--- config.mk ---
export PLATFORM = sky130hd
export DESIGN_NAME = z_core_exec_unit
export DESIGN_NICKNAME = d
export VERILOG_FILES = /design/src/rtl/z_core_exec_unit.sv
export SDC_FILE = /design/constraint.sdc
export NUM_CORES = 1
export LEC_CHECK = 0
export BUFFER_PORTS_ARGS = -buffer_cell sky130_fd_sc_hd__buf_2
export CORE_MARGIN = 2
export CORE_UTILIZATION = 35
export DETAILED_ROUTE_END_ITERATION = 10
export GPL_TIMING_DRIVEN = 0
export MAX_ROUTING_LAYER = met4
export PLACE_DENSITY = 0.6
export SLEW_MARGIN = 10
export SYNTH_ARGS = -nofsm -noshare
export SYNTH_HDL_FRONTEND = slang
export SYNTH_SLANG_ARGS = --single-unit
--- constraint.sdc ---
create_clock -name clk -period 5.4 [get_ports clk]
set_clock_uncertainty 0.15 [all_clocks]
set_input_delay 1.08 -clock clk [delete_from_list [all_inputs] [get_ports clk]]
set_output_delay 1.08 -clock clk [all_outputs]
set_load 0.02 [all_outputs]
--- src/rtl/z_core_exec_unit.sv ---
// Single-issue ALU/branch execute unit with valid/ready handshakes.
// Shifts are bit-serial: one bit per cycle, so latency is shamt+1.
module z_core_exec_unit #(
    parameter int XLEN = 32
) (
    input  logic            clk,
    input  logic            rst,
    input  logic            in_valid,
    output logic            in_ready,
    input  logic [3:0]      alu_inst_type,
    input  logic [XLEN-1:0] op_a,
    input  logic [XLEN-1:0] op_b,
    output logic            out_valid,
    input  logic            out_ready,
    output logic [XLEN-1:0] result,
    output logic            branch_taken
);

    localparam int SHW = $clog2(XLEN);

    typedef enum logic [1:0] {IDLE, SHIFT, DONE} state_t;

    state_t          state_q, state_d;
    logic [3:0]      op_q, op_d;
    logic [XLEN-1:0] sh_q, sh_d;
    logic [SHW-1:0]  cnt_q, cnt_d;
    logic [XLEN-1:0] result_q, result_d;
    logic            br_q, br_d;

    logic [XLEN-1:0] imm_res;
    logic            imm_br;
    logic            is_shift;
    logic [SHW-1:0]  shamt;
    logic [XLEN-1:0] sh_next;

    assign shamt    = op_b[SHW-1:0];
    assign is_shift = (alu_inst_type == 4'd2) || (alu_inst_type == 4'd6) ||
                      (alu_inst_type == 4'd7);

    // Single-cycle results; a zero-distance shift passes op_a straight through.
    always_comb begin
        imm_res = '0;
        imm_br  = 1'b0;
        case (alu_inst_type)
            4'd0:    imm_res = op_a + op_b;
            4'd1:    imm_res = op_a - op_b;
            4'd2,
            4'd6,
            4'd7:    imm_res = op_a;
            4'd3:    imm_res = {{(XLEN-1){1'b0}}, ($signed(op_a) < $signed(op_b))};
            4'd4:    imm_res = {{(XLEN-1){1'b0}}, (op_a < op_b)};
            4'd5:    imm_res = op_a ^ op_b;
            4'd8:    imm_res = op_a | op_b;
            4'd9:    imm_res = op_a & op_b;
            4'd10:   imm_br  = (op_a == op_b);
            4'd11:   imm_br  = (op_a != op_b);
            4'd12:   imm_br  = ($signed(op_a) < $signed(op_b));
            4'd13:   imm_br  = ($signed(op_a) >= $signed(op_b));
            4'd14:   imm_br  = (op_a < op_b);
            default: imm_br  = (op_a >= op_b);
        endcase
        if (alu_inst_type >= 4'd10) begin
            imm_res = {{(XLEN-1){1'b0}}, imm_br};
        end
    end

    always_comb begin
        case (op_q)
            4'd2:    sh_next = {sh_q[XLEN-2:0], 1'b0};
            4'd6:    sh_next = {1'b0, sh_q[XLEN-1:1]};
            default: sh_next = {sh_q[XLEN-1], sh_q[XLEN-1:1]};
        endcase
    end

    always_comb begin
        state_d  = state_q;
        op_d     = op_q;
        sh_d     = sh_q;
        cnt_d    = cnt_q;
        result_d = result_q;
        br_d     = br_q;
        case (state_q)
            IDLE: begin
                if (in_valid) begin
                    op_d = alu_inst_type;
                    if (is_shift && (shamt != '0)) begin
                        sh_d    = op_a;
                        cnt_d   = shamt;
                        state_d = SHIFT;
                    end else begin
                        result_d = imm_res;
                        br_d     = imm_br;
                        state_d  = DONE;
                    end
                end
            end
            SHIFT: begin
                sh_d  = sh_next;
                cnt_d = cnt_q - SHW'(1);
                if (cnt_q == SHW'(1)) begin
                    result_d = sh_next;
                    state_d  = DONE;
                end
            end
            DONE: begin
                if (out_ready) begin
                    result_d = '0;
                    br_d     = 1'b0;
                    state_d  = IDLE;
                end
            end
            default: state_d = IDLE;
        endcase
    end

    always_ff @(posedge clk) begin
        if (rst) begin
            state_q  <= IDLE;
            op_q     <= '0;
            sh_q     <= '0;
            cnt_q    <= '0;
            result_q <= '0;
            br_q     <= 1'b0;
        end else begin
            state_q  <= state_d;
            op_q     <= op_d;
            sh_q     <= sh_d;
            cnt_q    <= cnt_d;
            result_q <= result_d;
            br_q     <= br_d;
        end
    end

    assign in_ready     = (state_q == IDLE);
    assign out_valid    = (state_q == DONE);
    assign result       = result_q;
    assign branch_taken = br_q;

endmodule

-- Yosys cells after proc, flatten, opt, wreduce, memory -nomap -nowiden
Cells that the tools add are included.
- RAM bits: 0
- memory bits (read-only): 0
- bits in registers: 76
- latch bits: 0
- input port bits: 72
- memories: 0
- equality and inequality tests: 26
- $add $sub $neg: 3
- reductions and logical operators: 16
- shift-type cells: 0
- mux-type cells: 24
- bitwise logic cells: 3
- div/mod/pow operators: 0
- magnitude comparators: 5
- $mul: 0
- operators with widths (cell ; count):
    $pmux 32 s8 ; 1
    $mux 32 ; 7
    $pmux 32 s2 ; 2
    $pmux 32 s3 ; 1
    $ge 32x32->1 ; 2
    $lt 32x32->1 ; 2
    $add 32x32->32 ; 1
    $and 32x32->32 ; 1
    $eq 32x32->1 ; 1
    $ne 32x32->1 ; 1
    $or 32x32->32 ; 1
    $sub 32x32->32 ; 1
    $xor 32x32->32 ; 1
    $eq 4x4->1 const B ; 7
    $eq 4x3->1 const B ; 5
    $eq 4x2->1 const B ; 3
    $mux 5 ; 2
    $pmux 5 s2 ; 1
    $reduce_or 10->1 ; 1
    $mux 2 ; 4
    $ne 2x2->1 const B ; 3
    $pmux 1 s6 ; 1
    $pmux 2 s3 ; 1
    $reduce_and 3->1 ; 2
    20 further kinds ; 25

-- Logic depth before layout (Yosys ltp)
- word-level depth: 7
- mapped depth: 13

-- Worst setup path before layout
OpenSTA, ideal clock, no wires.
- kind: in2reg
- start point: input port op_a[9]
- end point: register result_q[31] (netlist: result[31])
- buffers on the path: 1
- stages: 11
- data arrival time: 3.654 ns
- setup time: 0.059 ns
- path slack: 1.537 ns
- cells stage by stage: inv_1 ha_1 buf_6 or3_4 o311ai_4 nand3_4 a2111oi_4 a21oi_2 or4_4 a311oi_2 a31o_1
- longest elaborated chain between the ends: 6
- elaborated cells on any way between the ends: 7
- those cells by class: add/sub: 2; mux: 5
- ends and longest elaborated chain (what ; line ; RTL):
    start, declared ; 11 ; input logic [XLEN-1:0] op_a,
    $sub 32x32->32 or $add 32x32->32 (tied branches) ; 46, 45 ;
    $pmux 32 s8 (*) ; 44 ; case (alu_inst_type)
    $mux 32 (*) ; 62 ; if (alu_inst_type >= 4'd10) begin
    $mux 32 (*) ; 86 ; if (is_shift && (shamt != '0)) begin
    $mux 32 (*) ; 84 ; if (in_valid) begin
    $pmux 32 s3 (*) ; 82 ; case (state_q)
    end signal, assigned ; 129 ; result_q <= result_d;
    end, declared ; 27 ; logic [XLEN-1:0] result_q, result_d;
Mark *: on every way between the ends. The rest lies on a longest branch, timed or not. The select of a mux whose other input is x is not followed.
A chain may end at the register's enable or synchronous reset.

-- Final worst setup path
- start point: input port op_a[0]
- end point: register result_q[0] (netlist: result[0])
- longest elaborated chain between the ends: 6
- elaborated cells on any way between the ends: 17
- those cells by class: add/sub: 2; order compare: 4; eq/ne: 2; mux: 6; bitwise: 3
- ends and longest elaborated chain (what ; line ; RTL):
    $sub 32x32->32, or another cell as far along ; 46 ; 4'd1: imm_res = op_a - op_b;
    $pmux 32 s8 or $pmux 1 s6 (tied branches) ; 44 ;
    $mux 32 (*) ; 62 ;
    $mux 32 (*) ; 86 ;
    $mux 32 (*) ; 84 ;
    $pmux 32 s3 (*) ; 82 ;
Marked as above.

==> out/results.ini <==
[finish]
multi_input_area_mm2 = 0.00690
final_nets = 1600
area_delta_synth_final_pct = 13.2
postLayoutCoreUtil = 0.402
drive_gt1_frac = 0.107
seq_area_mm2 = 0.00152
n_antenna_cell = 0
n_fill_cell = 2785

[power]
max-vdd-ir-drop_v = 0.000123
power_density_mw_per_mm2 = 234
pwr-share-comb = 0.471
sequentialPowerShare = 0.274
clock_power_share = 0.255
p_sw_uw = 1110
p_leak_uw = 0.00437
p_int_uw = 1330
netSwitchingFraction = 0.455

[critical_path]
r2r_start = cnt_q[0]
crit_start = op_a[0]
arrival_ns = 4.88
cp.required_ns = 5.51
critPathLaunchType = primary input
critPathMaxFanout = 6
setup.worst_path.class = primary input to flip-flop
crit_path_end_kind = flip-flop
reg2regPathDepth = 9

[die]
chipHeight_um = 166
start_util = 0.355
core_region_area_mm2 = 0.0259
dieWidth_um = 166
rows = 59
pin_count = 107
die_area_mm2 = 0.0276

[job]
cap_viol_max_count = 0

[route]
ant_nets = 0
wl_per_cell_um = 23.4
vias = 10873
drt_iter0_drc = 1474
routed-wl-met3_um = 3980
first_pass_iters = 6
vias_per_cell = 6.19
top_layer = met4
drt-total-wl_um = 41000
routedLengthMet1_um = 17200
wl_met2_um = 18000
drc_errors = 0

[synthesis]
yosys_warnings = 0
synth_nets = 1486
yosysSeqAreaShare = 0.165
synth_edf_count = 0
synth_top_family_by_area = compound AO/OA/AOI/OAI gates
synthSimpleGateAreaFrac = 0.204
synth_fa_ha_area_frac = 0.152
synth_flop_cell = dfxtp_1
synth-compound-area-share = 0.339
netlist_instances = 1303
syn_area_per_cell_um2 = 7.07
synth_mux_area_frac = 0.0403
netlist_area_mm2 = 0.00921
ys_seq_elements = 76
synthXorXnorAreaFrac = 0.0133
synth.distinct_cells = 81
async_flop_share = 0

[sta]
setup_viol = 0
tightestPinTransition_ns = 1.14
hold_viol = 0
fin_crit_sh = 0.883
slew_headroom = 0.240
fin_tns_setup_ns = 0
hold_ws_ns = 0.302
fmax_ghz = 0.210
rsz0062_at_grt = false
min_period_ns = 4.77
maxSlewViolCount = 0

[grt]
overflow = 0
grt_max_degree = 13
grt_pass1_vias = 10397
grt_pass1_wl_um = 61400
grt_use_total = 0.293
antenna_found_initial = 0

[cts]
ctsHoldBuffers = 0
htreeDepth = 3
root_buffer = clkbuf_16
cts_resized = 0
insertion_delay_ns = 0.36
post-cts-setup-buffers = 0
clk_path_buf_depth = 2
cts_tree = done
cts_num_sinks = 76
cts_buffers = 9
clk_pin_slew_worst_paths_ns = 0.07

[place]
gp_congestion = 0.984
port_buffers = 103
place_hpwl_um = 30700

[run_status]
status = finished, final reports clean

[worst_hold_path]
hold_path_class = flip-flop to flip-flop
hp-start = op_q[3]
min_path_cells = 2

## path summary, 6_finish.rpt
check	to	slack, ns
worst min-delay path	op_q[3]	0.30
worst max register to register	result[24]	1.48
worst max-delay path	result[0]	0.63
worst min register to register	op_q[3]	0.30
## power by group through the flow
stage	logic, µW	registers [µW]	clock network [µW]
final	1150	668	621
after global routing	1230	676	641
after detailed placement	1110	679	0
after CTS	1120	668	619
after global placement	1110	678	0
after floorplan	670	727	0
## sequential cells by signal, indices dropped and copies added (netlist names)
| name | cells |
|---|---|
| cnt_q | 5 |
| sh_q | 32 |
| op_q | 4 |
| branch_taken | 1 |
| state_q | 2 |
| result | 32 |
## cell families (layout without fill, tap and decap cells)
family          count (synthesis)  in the layout
compound gates                461            461
xor+xnor                       14             14
fa+ha+maj                     111            111
buf+inv                       203            321
flops                          76             76
mux                            37             37
simple gates                  401            401
## per-stage QoR
| stage | instance area [µm²] | instances | power [µW] | setup WS, ns |
|---|---|---|---|---|
| CTS | 10400 | 1756 | 2400 | 0.830 |
| global route | 10400 | 1756 | 2550 | 0.577 |
| finish | 10400 | 1756 | 2440 | 0.630 |
| global placement | 10100 | 1741 | 1790 | 0.478 |
| floorplan | 9210 | 1303 | 1400 | 1.54 |
| detailed placement | 10100 | 1741 | 1790 | 0.480 |
## per-layer routing
| layer | up-vias | global-route usage |
|---|---|---|
| li1 | 4963 | - |
| met1 | 5140 | 0.382 |
| met2 | 659 | 0.451 |
| met3 | 111 | 0.0467 |
| met4 | 0 | 0.124 |
| met5 | - | - |
## cell type report
type,count,share of cell area
multi-input cells,1024,0.662
flip-flops and latches,76,0.146
repair buffers,103,0.0494
well taps,335,0.0402
inverters,106,0.0382
plain buffers,97,0.0376
clock buffers,11,0.0242
clock inverters,4,0.00240
## synth_stat cells, drive strengths merged (19+ instances only)
master,instances,area [µm²]
nor2,182,686
a21oi,116,584
ha,109,1360
inv,106,398
o21ai,94,470
clkbuf,81,304
dfxtp,76,1520
nand2,63,236
a211oi,54,418
nor3,45,225
mux2i,36,360
a21o,20,150
a222oi,20,200
nand3,20,113
a31oi,19,119
## worst max-delay path: stages
cell and delay (ns):
buf_2 0.12, inv_1 0.10, ha_1 0.20, inv_1 0.06, fa_1 0.37, nor3b_1 0.17, o311a_1 0.41, o31ai_1 0.64
nand4_1 0.48, a221o_1 0.51, nor3_1 0.25, o211ai_1 0.16, a221oi_1 0.32
## placed cells by master, fill, tap and decap left out, types with 6 or more instances in the layout
master / netlist / layout
nor3b_1: 6 / 6
nor2b_1: 16 / 16
a222oi_1: 20 / 20
a22oi_1: 6 / 6
o21bai_1: 12 / 12
ha_1: 109 / 109
nand2b_1: 14 / 14
nor2_1: 181 / 181
o22ai_1: 9 / 9
nand3_1: 19 / 19
o21ai_0: 92 / 92
a2111oi_0: 7 / 7
clkbuf_16: 0 / 9
or3_1: 12 / 12
a221o_1: 6 / 6
nand2_1: 63 / 63
a31oi_1: 19 / 19
o31ai_1: 12 / 12
o221ai_1: 6 / 6
xnor2_1: 9 / 9
a21o_1: 20 / 20
dfxtp_1: 76 / 76
buf_2: 10 / 113
a211oi_1: 53 / 53
nor4_1: 11 / 11
clkbuf_1: 81 / 81
nor3_1: 45 / 44
a21oi_1: 115 / 115
mux2i_1: 36 / 36
a221oi_1: 10 / 10
o211ai_1: 18 / 18
nand4_1: 6 / 6
o2111ai_1: 7 / 7
inv_1: 104 / 104
No activity file was read; power rests on OpenSTA's default activity.
